`config.mk`:
```
export PLATFORM = sky130hd
export DESIGN_NAME = uart_cmd_assembler
export DESIGN_NICKNAME = d
export VERILOG_FILES = /design/src/rtl/uart_cmd_assembler_pkg.sv /design/src/rtl/uart_cmd_assembler_frame_parity_chk.sv /design/src/rtl/uart_cmd_assembler.sv
export SDC_FILE = /design/constraint.sdc
export NUM_CORES = 1
export LEC_CHECK = 0
export BUFFER_PORTS_ARGS = -buffer_cell sky130_fd_sc_hd__buf_4
export CAP_MARGIN = 15
export CORE_ASPECT_RATIO = 1.25
export CORE_UTILIZATION = 50
export DETAILED_ROUTE_END_ITERATION = 8
export HOLD_SLACK_MARGIN = 0.03
export PLACE_DENSITY_LB_ADDON = 0.1
export SYNTH_ARGS = -nofsm -noshare
export SYNTH_HDL_FRONTEND = slang
export SYNTH_HIERARCHICAL = 1
export SYNTH_SLANG_ARGS = --single-unit
```
`constraint.sdc`:
```
create_clock -name clk -period 3.5 [get_ports clk]
set_clock_uncertainty 0.2 [all_clocks]
set_input_delay 0.875 -clock clk [delete_from_list [all_inputs] [get_ports clk]]
set_output_delay 0.875 -clock clk [all_outputs]
set_load 0.03 [all_outputs]
```
`src/rtl/uart_cmd_assembler_pkg.sv`:
```
// Shared definitions for the UART command assembler: FSM states and frame geometry.
// No logic, so it adds no latency.
// No backpressure of its own.
package uart_cmd_assembler_pkg;

    localparam int FRAME_W      = 9;
    localparam int CLKS_PER_BIT = 32;

    typedef enum logic [1:0] {
        S_ADDR = 2'd0,
        S_DHI  = 2'd1,
        S_DLO  = 2'd2,
        S_OUT  = 2'd3
    } state_e;

endpackage

```
`src/rtl/uart_cmd_assembler_frame_parity_chk.sv`:
```
// Parity check of one received frame (data byte plus parity bit).
// Combinational, zero latency.
// No backpressure; the result is valid whenever the frame input is.
module frame_parity_chk
    import uart_cmd_assembler_pkg::*;
#(
    parameter bit PARITY_ODD = 1'b0
) (
    input  logic [FRAME_W-1:0] frame_i,
    output logic               ok_o
);

    // The XOR over all nine bits equals PARITY_ODD for a good frame.
    assign ok_o = ((^frame_i) == PARITY_ODD);

endmodule

```
`src/rtl/uart_cmd_assembler.sv`:
```
// Groups three parity-good UART bytes into an {addr, data_hi, data_lo} register-write command.
// Latency: cmd_valid rises 1 clk after the third frame strobe; error pulses appear 1 clk after the strobe.
// Backpressure: the command is held until cmd_ready; frames arriving meanwhile are dropped with overrun_err.
// Build option: define CMD_TIMEOUT_EN to abandon a partial command after TIMEOUT_CYC idle cycles.
module uart_cmd_assembler
    import uart_cmd_assembler_pkg::*;
#(
    parameter bit          PARITY_ODD  = 1'b0,
    parameter logic [31:0] TIMEOUT_CYC = 32'd3200
) (
    input  logic               clk,
    input  logic               rst,
    input  logic [FRAME_W-1:0] frame,
    input  logic               frame_valid,
    output logic               cmd_valid,
    input  logic               cmd_ready,
    output logic [7:0]         cmd_addr,
    output logic [15:0]        cmd_data,
    output logic               parity_err,
    output logic               overrun_err
);

    state_e      state_q, state_d;
    logic [7:0]  addr_q, addr_d;
    logic [15:0] data_q, data_d;
    logic        vld_q, vld_d;
    logic        perr_q, perr_d;
    logic        oerr_q, oerr_d;
    logic        ign_q;
    logic        frame_ok;
    logic        fv;
    logic        timeout_hit;

    frame_parity_chk #(
        .PARITY_ODD (PARITY_ODD)
    ) u_parity (
        .frame_i (frame),
        .ok_o    (frame_ok)
    );

    // A strobe landing on the first edge after reset release is discarded.
    assign fv = frame_valid & ~ign_q;

`ifdef CMD_TIMEOUT_EN
    logic [31:0] timer_q, timer_d;

    // Inter-byte gap timer: runs only while a command is partially assembled.
    always_comb begin
        timeout_hit = ((state_q == S_DHI) || (state_q == S_DLO)) &&
                      (timer_q == TIMEOUT_CYC - 32'd1);
        timer_d = timer_q + 32'd1;
        if (fv || timeout_hit || !((state_q == S_DHI) || (state_q == S_DLO))) begin
            timer_d = '0;
        end
    end

    // Gap timer register.
    always_ff @(posedge clk or posedge rst) begin
        if (rst) begin
            timer_q <= '0;
        end else begin
            timer_q <= timer_d;
        end
    end
`else
    logic unused_timeout;
    assign unused_timeout = ^TIMEOUT_CYC;
    assign timeout_hit    = 1'b0;
`endif

    // Next-state, byte latching and error-pulse decode.
    always_comb begin
        state_d = state_q;
        addr_d  = addr_q;
        data_d  = data_q;
        vld_d   = vld_q;
        perr_d  = 1'b0;
        oerr_d  = 1'b0;
        if (state_q == S_OUT) begin
            // Held command: any new frame is dropped unchecked, the handshake still completes.
            if (fv) begin
                oerr_d = 1'b1;
            end
            if (cmd_ready) begin
                vld_d   = 1'b0;
                state_d = S_ADDR;
            end
        end else if (fv) begin
            if (!frame_ok) begin
                perr_d  = 1'b1;
                state_d = S_ADDR;
            end else begin
                case (state_q)
                    S_ADDR: begin
                        addr_d  = frame[7:0];
                        state_d = S_DHI;
                    end
                    S_DHI: begin
                        data_d[15:8] = frame[7:0];
                        state_d      = S_DLO;
                    end
                    default: begin
                        data_d[7:0] = frame[7:0];
                        vld_d       = 1'b1;
                        state_d     = S_OUT;
                    end
                endcase
            end
        end else if (timeout_hit) begin
            state_d = S_ADDR;
        end
    end

    // State, command and error-pulse registers.
    always_ff @(posedge clk or posedge rst) begin
        if (rst) begin
            state_q <= S_ADDR;
            addr_q  <= '0;
            data_q  <= '0;
            vld_q   <= 1'b0;
            perr_q  <= 1'b0;
            oerr_q  <= 1'b0;
            ign_q   <= 1'b1;
        end else begin
            state_q <= state_d;
            addr_q  <= addr_d;
            data_q  <= data_d;
            vld_q   <= vld_d;
            perr_q  <= perr_d;
            oerr_q  <= oerr_d;
            ign_q   <= 1'b0;
        end
    end

    assign cmd_valid   = vld_q;
    assign cmd_addr    = addr_q;
    assign cmd_data    = data_q;
    assign parity_err  = perr_q;
    assign overrun_err = oerr_q;

endmodule
```
==> results of run 1 <==
area by class of cell:
cell class / instances / area, um2
clock buffers: 8 / 78.83
fillers: 204 / 759.5
inverters: 2 / 7.507
multi-input cells: 52 / 513.0
flip-flops and latches: 30 / 752.0
well taps: 33 / 41.29
repair buffers: 40 / 300.3
logic make-up after synthesis:
family	Yosys count
buffers and inverters	5
AO/OA/AOI/OAI	9
other	1
multiplexers	24
XOR/XNOR	7
AND/OR/NAND/NOR	11
flip-flops	30
flip-flops by register name (all words and copies together) (netlist names):
name         flops
cmd_addr         8
cmd_data        16
cmd_valid        1
ign_q            1
overrun_err      1
parity_err       1
state_q          2
path summary, 6_finish.rpt:
kind                                            to  slack, ns
setup / recovery           cmd_addr[6]$_DFFE_PP0P_       0.49
hold / removal             cmd_data[5]$_DFFE_PP0P_       0.32
setup reg to reg           cmd_addr[6]$_DFFE_PP0P_       1.67
hold reg to reg            cmd_data[5]$_DFFE_PP0P_       0.32
max in group asynchronous          ign_q$_DFF_PP1_       2.37
min in group asynchronous  cmd_addr[7]$_DFFE_PP0P_       0.42
through the flow:
| step | setup WS [ns] | hold slack [ns] | power, mW | cells |
|---|---|---|---|---|
| global route | 0.4072 | 0.3212 | 1.701 | 165 |
| finish | 0.4918 | 0.3172 | 1.607 | 165 |
| global placement | 0.2765 | 0.2916 | 1.347 | 157 |
| detailed placement | 0.1612 | 0.3008 | 1.368 | 157 |
| floorplan | 0.5785 | 0.3369 | 1.099 | 87 |
| CTS | 0.5182 | 0.3171 | 1.624 | 165 |
power by group:
group | leakage, nW | switching, mW | internal [mW]
registers | 0.371 | 0.107 | 0.492
logic | 0.419 | 0.414 | 0.342
clock network | 0.0446 | 0.114 | 0.137
metal layers:
metal	wire length, um	up-vias	part of all wire [%]	GRT usage (%)
met5	0	-	0	0
li1	-	386	-	-
met2	1233	37	53	31.51
met1	948	419	41	24.59
met3	123	6	5.3	7.622
met4	22	0	0.95	7.540
cells in the final DEF (no fill, tap or decap), drive strengths merged, types with 2 or more instances in the layout:
cell type	count
clkbuf	8
inv	2
buf	40
o21ai	4
nand2	4
mux2	24
nor2b	3
xnor2	4
xor2	2
dfrtp	29
a21oi	3
==> run summary, run 1 <==
Counting the buffers created by CTS gives 5. The run gives 0 as the post-CTS setup-driven buffer insertion count. Yosys attributes the largest share of cell area to sky130_fd_sc_hd__dfrtp_1, sky130_fd_sc_hd__mux2_2, sky130_fd_sc_hd__mux2_4. The total count of hold-check failures in the final report was 0; the number of diodes was 0. Hold repair after CTS inserted 0 buffers.

The slowest stage of the critical path belongs to the cell sky130_fd_sc_hd__xnor3_1. The placement row count came out at 20. The startpoint of the worst hold path is cmd_data[5]$_DFFE_PP0P_.

The tools report the category of the worst setup path capture point as a register. Of the total synthesized cell area, the portion taken by XOR and XNOR cells is 5.775%. The tightest min-delay check is of the reg2reg type.

The number of buffer and inverter stages on the critical path came out at 1. The cell taking the most area after synthesis is sky130_fd_sc_hd__dfrtp_1. The tools report the number of I/O pins as 40.

The critical path launch point type is an input port. Setup repair after global routing left no endpoint under its margin. The number of port buffers was 39. The summed area of non-filler cells in the final layout was 1693 um2; the count of warnings emitted by yosys was 6. The run gives 1679 um as the HPWL after detailed placement. CTS placed an instance of sky130_fd_sc_hd__clkbuf_4 at the clock tree root. By area, the combinational part of the netlist is dominated by multiplexers.

The number of iterations in the first detailed-routing pass is 6. Data arrives at the worst endpoint at 3.01 ns. The largest stage delay on the critical path is 0.42 ns. The total grt overflow is 0.

Measured along the y axis, the die boundary spans 59.01 um. The per-instance average area after synthesis is 14.94 um2, and the via count of the first global-routing pass is 826. The global-route wire length before repair was 3801 um; the DRC violation count after routing was 0. Dividing total power by cell area gives a power density of 949.3 nW/um2. The buffer levels on the longest clock path was 2; the final max-slew violation count was 0. For this run, the top clock speed supported by timing is 0.3324 GHz. The placer congestion estimate is 0.8099, and the peak ir drop on the vdd network is 0.6207 mV. After routing, the total negative slack on setup checks comes to 0 ns. The leading register cell type out of synthesis was sky130_fd_sc_hd__dfrtp_1.

The most frequent cell after synthesis was sky130_fd_sc_hd__dfrtp_1. Once detail routing completed, the nets flagged for antenna violations numbered 0. The die covers 2809 um2. Entering global routing, the biggest net connects 31 pins. The number of gates resized after cts came out at 0. The critical path goes through buf_4 > xor2_1 > xnor3_1 > xnor2_1 > and4bb_1 > nor2b_4 > mux2_4.

Fraction of layout cells with a size suffix above 1: 57.58%. Across all layers, the routed design uses 848 vias. The commonest cells after synthesis are sky130_fd_sc_hd__dfrtp_1, sky130_fd_sc_hd__mux2_2, sky130_fd_sc_hd__mux2_4, sky130_fd_sc_hd__o21ai_0, sky130_fd_sc_hd__xnor2_1. Summing the areas of all compound-gate instances in the mapped netlist gives 3.754% of the synthesized area. In this run the number of H-tree levels came out at 2. The synthesized netlist occupies a cell area of 1300 um2. Dividing the detail-routed via count by the number of cells gives 5.139. The instance area at placement is 1614 um2. The routed wire length per instance came out at 14.10 um. Across the run, the number of max-cap violations was 0.

The tools report the insertion delay of the later-clocked pin in the worst-skew pair as 0.31 ns. The critical path depth came out at 7. Yosys mapped a number of flops with a built-in enable equal to 0. In the finished design, the share of the clock period the worst path needs comes to 85.95%. The clock slew at the register clock pins of the worst setup and hold paths is 0.09 ns, and the data required time of the critical path is 3.50 ns.

The proportion of synthesized flip-flops having asynchronous set or reset is 100.0%, and the leakage power summed over all cells is 0.8349 nW. The floorplan step set the die width to 47.61 um. Among cell families on the critical path, the largest total delay comes from XOR/XNOR gates. The share of synthesized area occupied by flip-flops and latches is 57.84%.

Number of antenna violations at the first check in global routing: 0. The hold-critical path depth was 1; the number of unique standard cell types used by synthesis was 23. Clock tree synthesis found a total of 30 sinks. The run gives 2327 um as the post-detailed-routing wire length. The run finished with clean final reports. When the netlist entered floorplanning its net count stood at 100. The final number of setup-violating endpoints is 0, and the number of design-rule violations left by the first detailed-router iteration is 9.

TritonCTS built the clock tree. The final core area utilization was 69.03%; the area inside the core boundary was 2452 um2. In the global route stage, overall resource usage came out at 20.02%. The tools report the launch instance of the worst register-to-register path as state_q[1]$_DFFE_PP0P_. The number of storage elements in the synthesis netlist was 30; the share of the synthesized area in the top cell type was 55.82%.

The worst path in the final design needs a cycle of 3.008 ns, including I/O delays and setup. The tools report the net total in the final layout as 144. The launching instance or port of the critical path is frame[4]. The starting density of the core was 53.01%; the simple-gate area share of the yosys netlist was 6.545%. The setup path with the least slack is of type in2reg. Multiplexer share of the synthesized area: 23.10%. For the worst flop-to-flop path, the logic depth is 3.

Compared with the post-synthesis result, the final layout area differs by 30.22%. The largest driver fanout on the critical path is 8. The share of synthesized cell area in full adder, half adder and majority cells came out at 0%.

The tools report the post-synthesis cell count as 87.
No activity file was read; power rests on OpenSTA's default activity.
==> inputs of run 2 (changes only) <==
--- a/config.mk
+++ b/config.mk
@@ -8,7 +8,7 @@
 export BUFFER_PORTS_ARGS = -buffer_cell sky130_fd_sc_hd__buf_4
 export CAP_MARGIN = 15
 export CORE_ASPECT_RATIO = 1.25
-export CORE_UTILIZATION = 50
+export CORE_UTILIZATION = 45
 export DETAILED_ROUTE_END_ITERATION = 8
 export HOLD_SLACK_MARGIN = 0.03
 export PLACE_DENSITY_LB_ADDON = 0.1
==> run summary, run 2 (same netlist as run 1, synthesis figures left out) <==
In this design, the largest share of critical-path delay is due to XOR/XNOR gates. Summed over all layers, the global routing overflow is 0. The initial utilization of the core area, before any placement, comes to 48.04%. At the end of the flow, the number of nets in the layout was 145. The total vias in the final route was 837; the post-detailed-routing wire length was 2359 um. The tools report the number of standard cells in the layout, taps in and fillers out as 167.

After clock tree synthesis, the flow added hold-fix buffers numbering 0. The hold-critical path depth came out at 1. The tools report the area enclosed by the die boundary as 3109 um2. The congestion estimate from routability-driven global placement came to 0.7837.

Static timing analysis puts the maximum clock frequency at 0.3540 GHz. Hold timing on the final database bottoms out at a slack of 0.3094 ns. For the data required time of the critical path, the log shows 3.52 ns. The number of flip-flops in the largest register works out to 16. The cell with the largest stage delay on the worst path was sky130_fd_sc_hd__xnor3_1.

After routing the design area is 1683 um2. The tightest min-delay check is of the reg2reg type. The first detailed-routing pass took 3 iterations.

From left edge to right edge, the die measures 50.08 um. The global-route wire length before repair is 3732 um. For this design the top-level I/O count stands at 40. Critical path start-end classification: in2reg.

The setup check on the worst reg-to-reg path leaves a slack of 1.65 ns. IR analysis of the VDD net gives a maximum drop of 0.6931 mV. Once the clock tree was built, the resizer swapped 0 gates to a different size. In the final layout, the share of cells above drive strength 1 is 57.14%.

The run gives 0 as the number of antenna violations at the first check in global routing. For this block, the initial DRC count from the detailed router was 9. The final number of setup-violating endpoints was 0.

Adding up every negative setup slack in the final design gives 0 ns. The area inside the core boundary was 2706 um2. Cells fill 62.18% of the core in the end.

The number of cells in the design after placement was 159. Setup repair after global routing left no endpoint under its margin. The startpoint identified for the worst register-to-register timing path is state_q[1]$_DFFE_PP0P_. Placement row count: 21.

The tools report the number of fill cells in the layout as 236. In this run the clock root is driven by a sky130_fd_sc_hd__clkbuf_4. CTS saw 30 sinks. The worst setup path is captured at a register.

In the routed design, unresolved DRC markers number 0. The logs give 0 for the final max-slew violation count and 0 for the total count of hold-check failures in the final report. The routed design could run at a clock period as short as 2.825 ns. The power density of the placed cells was 933.4 nW/um2; the portion of the clock cycle consumed by the worst path in the final layout was 80.71%.

In this run the deepest clock path goes through 2 buffers. Most frequent standard cell in the layout excluding fill and tap cells: sky130_fd_sc_hd__buf_4. Along the worst path, the maximum fanout reaches 8.

The via count of the first global-routing pass is 796. Clock slew at the register clock pins of the worst setup and hold paths: 0.09 ns. The multi-input combinational cells in the finished layout cover a total of 513.0 um2. The TritonCTS buffer count was 5.

0 antenna diodes ended up in the layout. Summing all placed instances gives a cell area of 1623 um2. The largest stage delay on the critical path came out at 0.42 ns. Walking the worst path, the cells encountered are buf_4 > xor2_1 > xnor3_1 > xnor2_1 > and4bb_1 > nor2b_4 > mux2_4. The number of buffer and inverter stages on the critical path was 1; the length in cells of the worst reg-to-reg path was 3.

Leaving out fill and tap cells, the most frequent cells in the layout are sky130_fd_sc_hd__buf_4, sky130_fd_sc_hd__dfrtp_1, sky130_fd_sc_hd__mux2_2. The die is 62.09 um tall. In the final layout, flip-flops and latches occupy 752.0 um2. Across every metal layer, demand over resource in global routing totals 17.44%.

Once detail routing completed, the nets flagged for antenna violations numbered 0. Port buffering added 39 buffers. Startpoint of the worst hold path: cmd_data[15]$_DFFE_PP0P_. The area growth from synthesis to layout is 29.45%.

The routed wire length per instance is 14.13 um. Post-CTS timing repair inserted 0 buffers for setup. The total power after layout was 1.571 mW; the maximum number of pins on one net before global-route repair was 31. The worst path arrival time is 2.84 ns. Across the run, the number of max-cap violations was 0.

The tools report the insertion delay of the later-clocked pin in the worst-skew pair as 0.33 ns. STA classifies the critical path startpoint as an input port. For hold timing, the worst endpoint is cmd_data[15]$_DFFE_PP0P_. Dividing the detail-routed via count by the number of cells gives 5.012. In this run the critical register-to-register path is captured at cmd_addr[0]$_DFFE_PP0P_.

The H-tree generated during clock tree synthesis spans 2 levels. TritonCTS built the clock tree. For the worst slack at placement, the log shows 0.3380 ns. The run finished with clean final reports. Summed over all cells, the static leakage comes to 0.8305 nW. The worst path meets setup with 0.6753 ns of slack.
==> run 2: cell types whose count changed in the layout (fill, tap and decap cells not counted), sizes merged <==
cell	before	now
buf	40	41
clkinv	0	1
clkbuf	8	7
==> run 2: per-layer routing <==
layer | routed length [um] | vias to the layer above | global-route usage, %
li1 | - | 388 | -
met1 | 915 | 414 | 19.09
met2 | 1257 | 28 | 29.52
met3 | 132 | 7 | 4.866
met4 | 53 | 0 | 12.65
met5 | 0 | - | 0
==> run 2: worst max-delay path by stage <==
stage	start	end	slack, ns	cells after the start
floorplan	frame[7]	cmd_addr[0]$_DFFE_PP0P_	0.58	7
global placement	frame[4]	cmd_addr[0]$_DFFE_PP0P_	0.41	7
detailed placement	frame[4]	cmd_addr[0]$_DFFE_PP0P_	0.34	7
CTS	frame[4]	cmd_addr[0]$_DFFE_PP0P_	0.68	7
global route	frame[4]	cmd_addr[0]$_DFFE_PP0P_	0.62	7
finish	frame[4]	cmd_addr[0]$_DFFE_PP0P_	0.68	7
==> run 2: worst reg2reg max path: cells and delay by family (launching register included) <==
family           cells  cell delay (ns)
DFF                  1             0.48
muxes                1             0.34
and+or+nand+nor      2             0.73
==> run 2: area by class of cell <==
type	count	area share (%)
sequential	30	44.68
clock inverter	1	0.2974
multi-input combinational	52	30.48
tap	34	2.528
timing repair buffer	41	18.29
clock buffer	7	3.271
inverter	2	0.4461
==> run 2: where the power goes <==
part | total [mW] | internal, mW | switching (mW)
Sequential | 0.597 | 0.492 | 0.105
Combinational | 0.763 | 0.349 | 0.414
Clock | 0.211 | 0.0972 | 0.114
Total | 1.57 | 0.938 | 0.633
